`config.mk`:
```
export PLATFORM = sky130hd
export DESIGN_NAME = axi4_lite_cmd_master
export DESIGN_NICKNAME = d
export VERILOG_FILES = /design/src/rtl/axi4_lite_pkg.sv /design/src/rtl/axi4_lite_cmd_master.sv
export SDC_FILE = /design/constraint.sdc
export NUM_CORES = 1
export LEC_CHECK = 0
export ABC_AREA = 0
export CORE_MARGIN = 1
export CORE_UTILIZATION = 41
export DETAILED_ROUTE_END_ITERATION = 8
export MAX_ROUTING_LAYER = met4
export PLACE_DENSITY = 0.82
export SETUP_SLACK_MARGIN = 0.4
export SYNTH_ARGS = -nofsm -noshare
export SYNTH_HDL_FRONTEND = slang
export SYNTH_SLANG_ARGS = --single-unit
```
`constraint.sdc`:
```
create_clock -name clk_i -period 2.1 [get_ports clk_i]
set_clock_uncertainty 0.2 [all_clocks]
set_input_delay 0.21 -clock clk_i [delete_from_list [all_inputs] [get_ports clk_i]]
set_output_delay 0.21 -clock clk_i [all_outputs]
set_load 0.02 [all_outputs]
```
`src/rtl/axi4_lite_pkg.sv`:
```
// rtl/axi4_lite_pkg.sv - AXI4-Lite response codes and command-master FSM states
package axi4_lite_pkg;

  typedef enum logic [1:0] {
    OKAY   = 2'b00,
    EXOKAY = 2'b01,
    SLVERR = 2'b10,
    DECERR = 2'b11
  } resp_t;

  typedef enum logic [2:0] {
    IDLE,
    WRITE,
    WRESP,
    READ,
    RDATA,
    RESP
  } master_state_t;

endpackage

```
`src/rtl/axi4_lite_cmd_master.sv`:
```
// rtl/axi4_lite_cmd_master.sv - single-outstanding AXI4-Lite master driven by a command stream
module axi4_lite_cmd_master
  import axi4_lite_pkg::*;
#(
  parameter int ADDR_WIDTH = 32,
  parameter int DATA_SIZE  = 32
) (
  input  logic                     clk_i,
  input  logic                     rst_clk_ni,
  input  logic                     cmd_valid_i,
  output logic                     cmd_ready_o,
  input  logic                     cmd_write_i,
  input  logic [ADDR_WIDTH-1:0]    cmd_address_i,
  input  logic [DATA_SIZE-1:0]     cmd_data_i,
  input  logic [DATA_SIZE/8-1:0]   cmd_strb_i,
  output logic                     rsp_valid_o,
  input  logic                     rsp_ready_i,
  output logic                     rsp_write_o,
  output logic [DATA_SIZE-1:0]     rsp_data_o,
  output logic [1:0]               rsp_resp_o,
  output logic [ADDR_WIDTH-1:0]    m_axi_awaddr,
  output logic                     m_axi_awvalid,
  input  logic                     m_axi_awready,
  output logic [DATA_SIZE-1:0]     m_axi_wdata,
  output logic [DATA_SIZE/8-1:0]   m_axi_wstrb,
  output logic                     m_axi_wvalid,
  input  logic                     m_axi_wready,
  input  logic [1:0]               m_axi_bresp,
  input  logic                     m_axi_bvalid,
  output logic                     m_axi_bready,
  output logic [ADDR_WIDTH-1:0]    m_axi_araddr,
  output logic                     m_axi_arvalid,
  input  logic                     m_axi_arready,
  input  logic [DATA_SIZE-1:0]     m_axi_rdata,
  input  logic [1:0]               m_axi_rresp,
  input  logic                     m_axi_rvalid,
  output logic                     m_axi_rready
);

  master_state_t                 state;
  logic [ADDR_WIDTH-1:0]         addr_q;
  logic [DATA_SIZE-1:0]          data_q;
  logic [DATA_SIZE/8-1:0]        strb_q;
  logic                          write_q;
  logic                          aw_done;
  logic                          w_done;
  logic [DATA_SIZE-1:0]          rsp_data_q;
  resp_t                         rsp_resp_q;

  logic aw_hs, w_hs, ar_hs;
  assign aw_hs = m_axi_awvalid && m_axi_awready;
  assign w_hs  = m_axi_wvalid && m_axi_wready;
  assign ar_hs = m_axi_arvalid && m_axi_arready;

  assign cmd_ready_o  = (state == IDLE);
  assign rsp_write_o  = write_q;
  assign rsp_data_o   = rsp_data_q;
  assign rsp_resp_o   = rsp_resp_q;
  assign m_axi_awaddr = addr_q;
  assign m_axi_araddr = addr_q;
  assign m_axi_wdata  = data_q;
  assign m_axi_wstrb  = strb_q;

  always_ff @(posedge clk_i or negedge rst_clk_ni) begin
    if (!rst_clk_ni) begin
      state         <= IDLE;
      addr_q        <= '0;
      data_q        <= '0;
      strb_q        <= '0;
      write_q       <= 1'b0;
      aw_done       <= 1'b0;
      w_done        <= 1'b0;
      rsp_data_q    <= '0;
      rsp_resp_q    <= OKAY;
      rsp_valid_o   <= 1'b0;
      m_axi_awvalid <= 1'b0;
      m_axi_wvalid  <= 1'b0;
      m_axi_bready  <= 1'b0;
      m_axi_arvalid <= 1'b0;
      m_axi_rready  <= 1'b0;
    end else begin
      case (state)
        IDLE: if (cmd_valid_i) begin
          addr_q  <= cmd_address_i;
          data_q  <= cmd_data_i;
          strb_q  <= cmd_strb_i;
          write_q <= cmd_write_i;
          aw_done <= 1'b0;
          w_done  <= 1'b0;
          if (cmd_write_i) begin
            m_axi_awvalid <= 1'b1;
            m_axi_wvalid  <= 1'b1;
            state         <= WRITE;
          end else begin
            m_axi_arvalid <= 1'b1;
            state         <= READ;
          end
        end
        // AW and W complete independently; either may finish first.
        WRITE: begin
          if (aw_hs) begin
            m_axi_awvalid <= 1'b0;
            aw_done       <= 1'b1;
          end
          if (w_hs) begin
            m_axi_wvalid <= 1'b0;
            w_done       <= 1'b1;
          end
          if ((aw_done || aw_hs) && (w_done || w_hs)) begin
            m_axi_bready <= 1'b1;
            state        <= WRESP;
          end
        end
        WRESP: if (m_axi_bvalid) begin
          m_axi_bready <= 1'b0;
          rsp_resp_q   <= resp_t'(m_axi_bresp);
          rsp_data_q   <= '0;
          rsp_valid_o  <= 1'b1;
          state        <= RESP;
        end
        READ: if (ar_hs) begin
          m_axi_arvalid <= 1'b0;
          m_axi_rready  <= 1'b1;
          state         <= RDATA;
        end
        RDATA: if (m_axi_rvalid) begin
          m_axi_rready <= 1'b0;
          rsp_resp_q   <= resp_t'(m_axi_rresp);
          rsp_data_q   <= m_axi_rdata;
          rsp_valid_o  <= 1'b1;
          state        <= RESP;
        end
        RESP: if (rsp_ready_i) begin
          rsp_valid_o <= 1'b0;
          state       <= IDLE;
        end
        default: state <= IDLE;
      endcase
    end
  end

endmodule
```
==> run summary <==
Post-Syn Instances: 399
Clock Tree Buf Depth: 2
Total Routing Usage GR: 23.1%
Cell Count, Final, Fillers Out: 844
I/O pins: 256
Max Cap Viol: 0
Total Wirelength: 15.7 mm
Cell Rows: 40
Worst setup EP type: flop
Synth cell types: 35
GP Congestion: 0.828
Final critical-path share of the clock period: 86.6%
RSZ-0062 raised after global routing: true
Worst vdd ir: 588 uV
Synth Area in Simple Gates: 8.02%
Clock Latency Late Sink: 0.40 ns
Seq pwr share: 28.5%
Inserted Clock Buffers: 17
Pre-antenna DRT Iters: 4
# fillers: 871
DR vias: 4,103
Max Slew Vio Count: 0
Sequential Area: 2850 um^2
Mux cell area share after synthesis: 20.5%
Pint: 8.53 mW
Synth-to-layout area growth: 68.6%
Average size of a mapped cell: 12.9 um^2
Chip Height: 114 um
Remaining Overflow, GRT: 0
Sequential-to-total area share from yosys stat: 55.4%
Starting Density: 42.5%
Finish-stage setup viols: 0
Dpl hpwl: 9.51 mm
Wire per inst: 18.5 um
Design area: 8680 um^2
Status: completed
Endpoints failing hold: 0
Layout cells sized above 1: 25.3%
PD cells: 1560 nW/um^2
Root buffer cell: clkbuf_16
Setup TNS: 0 ns
Synth Area in XOR/XNOR: 0%
Initial antenna violation count: 0
Area of the multi-input gates: 1920 um^2
Die span in x: 114 um
Post-synthesis compound-gate area fraction: 6.32%
Syn_nets: 513
Die ar.: 13,000 um^2
Tightest Pin Transition: 0.585 ns
Fmax: 0.550 GHz
Leakage: 4.12 nW
Switch Pwr: 5.01 mW
Ys flop type: dfrtp_1
Antenna cells: 0
DRT iter0 DRCs: 176
Critical-path maximum fanout: 8
Hold Path Class: in -> reg
Critical Setup Path Class: reg -> reg
Switch share: 37.0%
CTS tree: done
Synth Register Bits: 114
Synthesis warning total: 0
Critical Path Start Type: flop
Combinational Power Share: 49.8%
Fin util: 71.7%
Most frequent cells in the layout: dlygate4sd2_1 (141), dfrtp_1 (113), clkdlybuf4s50_1 (112), mux2_4 (66), nand2_1 (62)
Num Clock Sinks: 114
Clock Power Share: 21.7%
Placed Cells: 774
Core Area: 12,100 um^2
Largest net degree at the start of global routing: 70
First-pass GRT wire length: 21.8 mm
Total Nets Final: 780
Fin crit period: 1.82 ns
Slew HR: 61.0%
Synth Area in Adders: 0%
Htree depth: 4
Residual DRC count: 0
Mapped cell area: 5150 um^2
Clock transition at the registers of the reported paths: 0.06 ns
Most common cell after layout, fill and taps aside: dlygate4sd2_1
Placement Cell Area: 7550 um^2
PortBufs: 255
Main combinational cell family by area after synthesis: multiplexers
Vias/cell: 4.86
Worst path arrival time: 1.90 ns
Critical path required time: 2.18 ns
Antenna Nets Post-Route: 0
Number of synthesized flops with an enable pin: 0
Vias in the first global route: 4,092
Async SR Flop Fraction: 100%
==> through the flow <==
stage	hold slack, ns	setup slack, ns	total power [mW]
2_1_floorplan	-0.286	0.204	8.02
3_3_place_gp	0.0511	0.195	10.5
3_5_place_dp	0.0571	0.158	10.7
4_1_cts	0.132	0.224	13.1
5_1_grt	0.151	0.219	14.2
6_report	0.142	0.280	13.5
==> layer usage <==
| metal | global-route usage [%] | share of wire (%) |
|---|---|---|
| met1 | 25.0 | 38 |
| met2 | 40.8 | 54 |
| met3 | 5.56 | 5.5 |
| met4 | 9.00 | 2.2 |
| met5 | - | 0 |
==> worst max-delay path, cell delays in order (launching register included) <==
cell and delay [ns]:
dfrtp_1 0.41, buf_6 0.15, nand3b_1 0.25, a21o_4 0.34, clkbuf_16 0.20, nand2_1 0.08
o21ai_1 0.06
==> worst paths after layout <==
kind	startpoint	end	slack, ns	depth (start not counted)
min in group asynchronous	rst_clk_ni	m_axi_wdata[0]	0.16	3
max reg2reg	state[1]	rsp_data_o[24]	0.28	6
max in group asynchronous	rst_clk_ni	state[2]	1.00	3
max	state[1]	rsp_data_o[24]	0.28	6
min	m_axi_rdata[5]	rsp_data_o[5]	0.14	3
min reg2reg	rsp_data_o[27]	rsp_data_o[27]	0.28	2
==> Yosys cell counts (all sizes together) (2+ instances only) <==
library cell  instances  area (um^2)
a21oi                 6         30.0
a31oi                 3         18.8
buf                  50          472
clkbuf                6         22.5
dfrtp               114         2850
inv                   3         11.3
mux2                 69         1020
mux2i                 3         30.0
nand2                75          282
nand2b                3         18.8
nand3                 4         20.0
nand3b                2         15.0
nor2                  6         22.5
nor2b                 2         12.5
nor3                  3         26.3
o21ai                37          185
==> state kept, by name, indices dropped and copies added (netlist names), 2 cells and up <==
name and cells:
rsp_resp_o 2, m_axi_wdata 32, m_axi_wstrb 4, m_axi_araddr 32
state 3, rsp_data_o 32
==> kinds of logic after synthesis <==
| logic type | after synthesis |
|---|---|
| DFF | 114 |
| and+or+nand+nor | 97 |
| AOI/OAI and AO/OA | 57 |
| muxes | 72 |
| buffers and inverters | 59 |
==> power by group through the flow <==
stage	clock network [mW]	logic, mW	registers [mW]
after floorplan	0	3.10	4.92
after global placement	0	6.67	3.85
after detailed placement	0	6.79	3.90
after CTS	2.99	6.24	3.84
after global routing	3.10	7.12	3.98
final	2.94	6.74	3.86
==> timing repair <==
action                                  CTS  global route
hold endpoints to repair                114             0
hold buffers                              1             0
setup buffers                            10            12
pin swaps                                 2            14
endpoints found under the setup margin  246           109
cloned                                    4            14
gates resized for setup                 155            45
==> area by class of cell <==
class                           instances  area share (%)
Clock buffer                           24            5.78
Clock inverter                          5            1.15
Inverter                                3           0.130
Multi-Input combinational cell        227            22.1
Sequential cell                       114            32.9
Tap cell                              168            2.42
Timing Repair Buffer                  303            35.6
Power figures use the tool's default switching activity.
==> edit 1 (config.mk and constraints unchanged) <==
Encoding of `master_state_t`: now Gray code (3 bits for 6 states).
--- a/src/rtl/axi4_lite_pkg.sv
+++ b/src/rtl/axi4_lite_pkg.sv
@@ -11,8 +11,8 @@
   typedef enum logic [2:0] {
-    IDLE,
-    WRITE,
-    WRESP,
-    READ,
-    RDATA,
-    RESP
+    IDLE  = 3'b000,
+    WRITE = 3'b001,
+    WRESP = 3'b011,
+    READ  = 3'b010,
+    RDATA = 3'b110,
+    RESP  = 3'b111
   } master_state_t;
Function: no difference found for any inputs over 4 cycles, from zero or initial values and one cycle with rst_clk_ni low; so few cycles prove little.
==> edit 1 against the unedited design <==
- routed wire length grew 5.0%
- critical endpoint is now state[2]
- final area shrank 0.84%
- power grew 6.6%
- area after synthesis shrank 6.4%
- sequential share of layout area grew 0.31 points
- core utilization grew 3.7 points
- largest cell class unchanged
- sequential cell count is the same
- setup slack lost 0.093 ns
- non-clock buffer count grew 2
- clock power shrank 11%
==> edit 1: results (changes against the unedited design) <==
* Outcome: complete, no violations
* Most frequent cells after synthesis: dfrtp_1, nand2_1, mux2_1, o21ai_1, buf_4
* Slew margin rel. at 0.582 (-0.0285)
* Tot GR Track Use at 0.277 (+0.0462)
* Critical Path AT at 2.00 ns (+0.10 ns)
* PortBufs at 255 (unchanged)
* Switching Share at 0.393 (+0.0230)
* CTS Root Cell: clkbuf_16
* Static leakage power at 4.12 nW (-0.10%)
* Vias in the first global route at 4397 (+7.5%)
* Reg2Reg Setup Slack at 0.19 ns (-0.09 ns)
* Routability cong. at 0.856 (+3.4%)
* Reg2Reg Depth at 4 (-2)
* HPWL after detailed placement at 9720 um (+2.2%)
* YS warnings at 0 (unchanged)
* Setup ws final at 0.188 ns (-0.0928 ns)
* Post-synth cell types at 32 (-8.6%)
* Post-synthesis sequential area ratio at 0.592 (+0.0381)
* Setup violations, final at 0 (unchanged)
* Diode count at 0 (unchanged)
* Num CTS Buffers at 17 (unchanged)
* Routed len/inst at 19.9 um (+7.4%)
* Pre-CTS setup slack at -0.0676 ns (-0.226 ns)
* Fraction of layout cells with a size suffix above 1 at 0.236 (-0.0169)
* Syn_nets at 516 (+0.58%)
* Initial DRC count at 211 (+20%)
* Cells on Worst Hold Path at 3 (unchanged)
* Clock buffer depth at 2 (unchanged)
* Max VDD drop at 1.10 mV (+87%)
* Vias after detailed routing at 4173 (+1.7%)
* Worst-Skew Late Latency at 0.40 ns (about the same)
* Filler cells at 743 (-15%)
* Critical Path Fanout Max at 7 (-1)
* Hold Slack at 0.140 ns (-0.00203 ns)
* Final #Nets at 785 (+0.64%)
* Largest cells by area after synthesis: dfrtp_1, mux2_1, nand2_1
* Largest net degree at the start of global routing at 115 (+64%)
* Global-route wire length before repair at 25200 um (+16%)
* Initial antenna violation count at 0 (unchanged)
==> edit 1: changes by cell type in the layout (fill, tap and decap cells not counted), moves of 4 or more <==
cell       unedited run  this run
o21ai_1              30        35
a31oi_1               3         7
nand2_2               7         1
nand3_1               4         0
buf_12                4         8
nand2_1              62        75
nand2_4               6         1
o21ai_0               2         7
mux2_4               66        70
clkbuf_16            25        19
o21ai_2               5         0
nor2_1                6         2
clkinv_2              2         6
==> edit 1: routing by layer <==
| layer | track usage | vias to the layer above | wire length [um] |
|---|---|---|---|
| met5 | - | - | 0 |
| met2 | 0.494 | 192 | 9060 |
| met1 | 0.306 | 2074 | 6260 |
| li1 | - | 1884 | - |
| met3 | 0.0648 | 23 | 838 |
| met4 | 0.0844 | 0 | 283 |
==> edit 1: layout make-up <==
class,instances,area share
clock buffers,23,0.0543
multi-input cells,230,0.220
inverters,3,0.00131
clock inverters,7,0.00697
repair buffers,305,0.365
well taps,143,0.0208
flip-flops and latches,114,0.332
==> edit 1: cells by family after synthesis <==
group                  Yosys count  synth area share
buffers and inverters           58            0.0776
AND/OR/NAND/NOR                 93            0.0862
flip-flops                     114             0.592
AO/OA/AOI/OAI                   65            0.0766
multiplexers                    72             0.168
==> edit 1: worst max-delay path, stage by stage (launching register included) <==
cell     delay (ns)
dfrtp_2        0.47
and4b_1        0.24
or3_4          0.39
a31oi_4        0.18
mux2_4         0.31
==> edit 1: path summary, 6_finish.rpt <==
kind	from	end
min in group asynchronous	rst_clk_ni	m_axi_araddr[5]
max in group asynchronous	rst_clk_ni	state[1]
setup / recovery	state[2]	state[2]
hold reg to reg	rsp_data_o[5]	rsp_data_o[5]
hold / removal	m_axi_rdata[6]	rsp_data_o[6]
setup reg to reg	state[2]	state[2]
==> edit 1: repair_timing <==
action	4_1_cts	5_1_grt
pin swaps	2	2
hold buffers	1	0
hold endpoints to repair	114	0
resized for setup	189	27
buffers inserted	23	3
endpoints found under the setup margin	247	106
gates cloned	10	3
==> edit 1: per-stage QoR <==
stage / utilization / total power [mW] / instance area (um^2) / cells
floorplan: - / 8.25 / 5010 / 402
global placement: 0.653 / 11.1 / 7460 / 755
detailed placement: 0.653 / 11.4 / 7460 / 755
CTS: 0.737 / 14.0 / 8420 / 819
global route: 0.754 / 15.1 / 8610 / 825
finish: 0.754 / 14.4 / 8610 / 825
==> edit 1: power groups by stage <==
stage | Sequential, mW | Clock [mW] | Combinational, mW
after CTS | 4.03 | 2.63 | 7.35
after global placement | 4.02 | 0 | 7.12
final | 4.08 | 2.61 | 7.74
after floorplan | 5.22 | 0 | 3.03
after global routing | 4.21 | 2.76 | 8.11
after detailed placement | 4.09 | 0 | 7.29
==> edit 2 (same settings) <==
Made on the original files. `ADDR_WIDTH`: 32 -> 16.
--- a/src/rtl/axi4_lite_cmd_master.sv
+++ b/src/rtl/axi4_lite_cmd_master.sv
@@ -4,3 +4,3 @@
 #(
-  parameter int ADDR_WIDTH = 32,
+  parameter int ADDR_WIDTH = 16,
   parameter int DATA_SIZE  = 32
Interface: changed (resized cmd_address_i, m_axi_araddr and m_axi_awaddr); port bits go from 256 to 208. The function was not compared with the original's and may differ.
==> edit 2 against the unedited design <==
- setup slack lost 0.11 ns
- routed wire length down 18%
- sequential cell count fell by 16
- area after synthesis shrank 20%
- power is 19% lower
- sequential power shrank 13%
- critical endpoint is now m_axi_araddr[0]
- die area fell by 20%
- largest power group unchanged
- final area decreased by 17%
- final cell count shrank 16%
==> edit 2: results (changes against the unedited design) <==
* Outcome: complete, no violations
* Slew margin rel. at 0.619 (+0.00853)
* YS warnings at 0 (unchanged)
* Post-synthesis sequential area ratio at 0.598 (+0.0438)
* HPWL after detailed placement at 7390 um (-22%)
* Critical hold path startpoint: m_axi_rdata[1]
* Max stage delay cell, worst path: or3_4
* Vias in the first global route at 3222 (-21%)
* WL met1 at 4920 um (-18%)
* Worst-Skew Late Latency at 0.35 ns (-0.05 ns)
* GR Util met2 at 0.380 (-0.0272)
* Compound-Gate Fraction of Synth Area at 0.0753 (+0.0122)
* Utilization after layout at 0.743 (+0.0261)
* Cells after synthesis at 341 (-15%)
* Routability cong. at 0.769 (-7.1%)
* Number of clock buffers in the layout at 12 (-50%)
* Drt total wl at 12900 um (-18%)
* Initial DRC count at 70 (-60%)
* Filler cells at 684 (-21%)
* CTS Root Cell: clkbuf_8
* Clock buffer depth at 2 (unchanged)
* #MultiIn Comb at 205 (-9.7%)
* Syn_nets at 439 (-14%)
* Inverters at 4 (+1)
* Num CTS Buffers at 9 (-8)
* Post-Layout Cell Count at 705 (-16%)
* Synth Register Bits at 98 (-14%)
* Top delay family on crit path: simple AND/OR/NAND/NOR gates
* H-tree levels at 3 (-1)
* Comb pwr share at 0.584 (+0.086)
* Post-synth cell types at 32 (-8.6%)
* Largest cells by area after synthesis: dfrtp_1, mux2_1, nand2_1
* Final #Nets at 665 (-15%)
* FF+latch area at 0.00245 mm^2 (-14%)
* Switching Share at 0.408 (+0.0381)
* Grt met3 use at 0.0465 (-0.00907)
* Fraction of layout cells with a size suffix above 1 at 0.297 (+0.0442)
* DR vias/cell at 5.00 (+2.8%)
* Max VDD drop at 0.703 mV (+20%)
* NonClk Buf Share at 0.362 (+0.00650)
* Cell Area, Placed at 0.00625 mm^2 (-17%)
* Worst-path clk slew at 0.10 ns (+0.04 ns)
* Flop+latch power at 3.37 mW (-13%)
* Clock buf/inv share at 0.0261 (-0.0432)
* Global-route wire length before repair at 16300 um (-25%)
* Setup bufs post-CTS at 9 (-1)
* Area of the multi-input gates at 0.00178 mm^2 (-6.9%)
* Critical Path AT at 1.97 ns (+0.07 ns)
* P per Cell Area at 1510 mW/mm^2 (-3.3%)
* PortBufs at 207 (-19%)
==> edit 2: cell types whose count changed in the layout (fill, tap and decap cells not counted), sizes merged, moves of 3 or more <==
cell / delta
clkbuf: -12
buf: -7
dlygate4sd2: -32
clkdlybuf4s50: -16
dfrtp: -16
bufinv: -3
nand3: -4
nor3: -3
mux2: -14
==> edit 2: worst min-delay path, cell delays in order <==
cell,delay [ns]
clkdlybuf4s50_1,0.39
nand2_1,0.06
o21ai_1,0.05
==> edit 2: final timing paths <==
| kind | to | slack [ns] | depth (start not counted) |
|---|---|---|---|
| max reg2reg | m_axi_araddr[0] | 0.17 | 6 |
| min | rsp_data_o[1] | 0.17 | 3 |
| min reg2reg | m_axi_wdata[27] | 0.29 | 1 |
| max in group asynchronous | rsp_data_o[20] | 0.88 | 3 |
| min in group asynchronous | m_axi_araddr[4] | 0.18 | 2 |
| max | m_axi_araddr[0] | 0.17 | 6 |
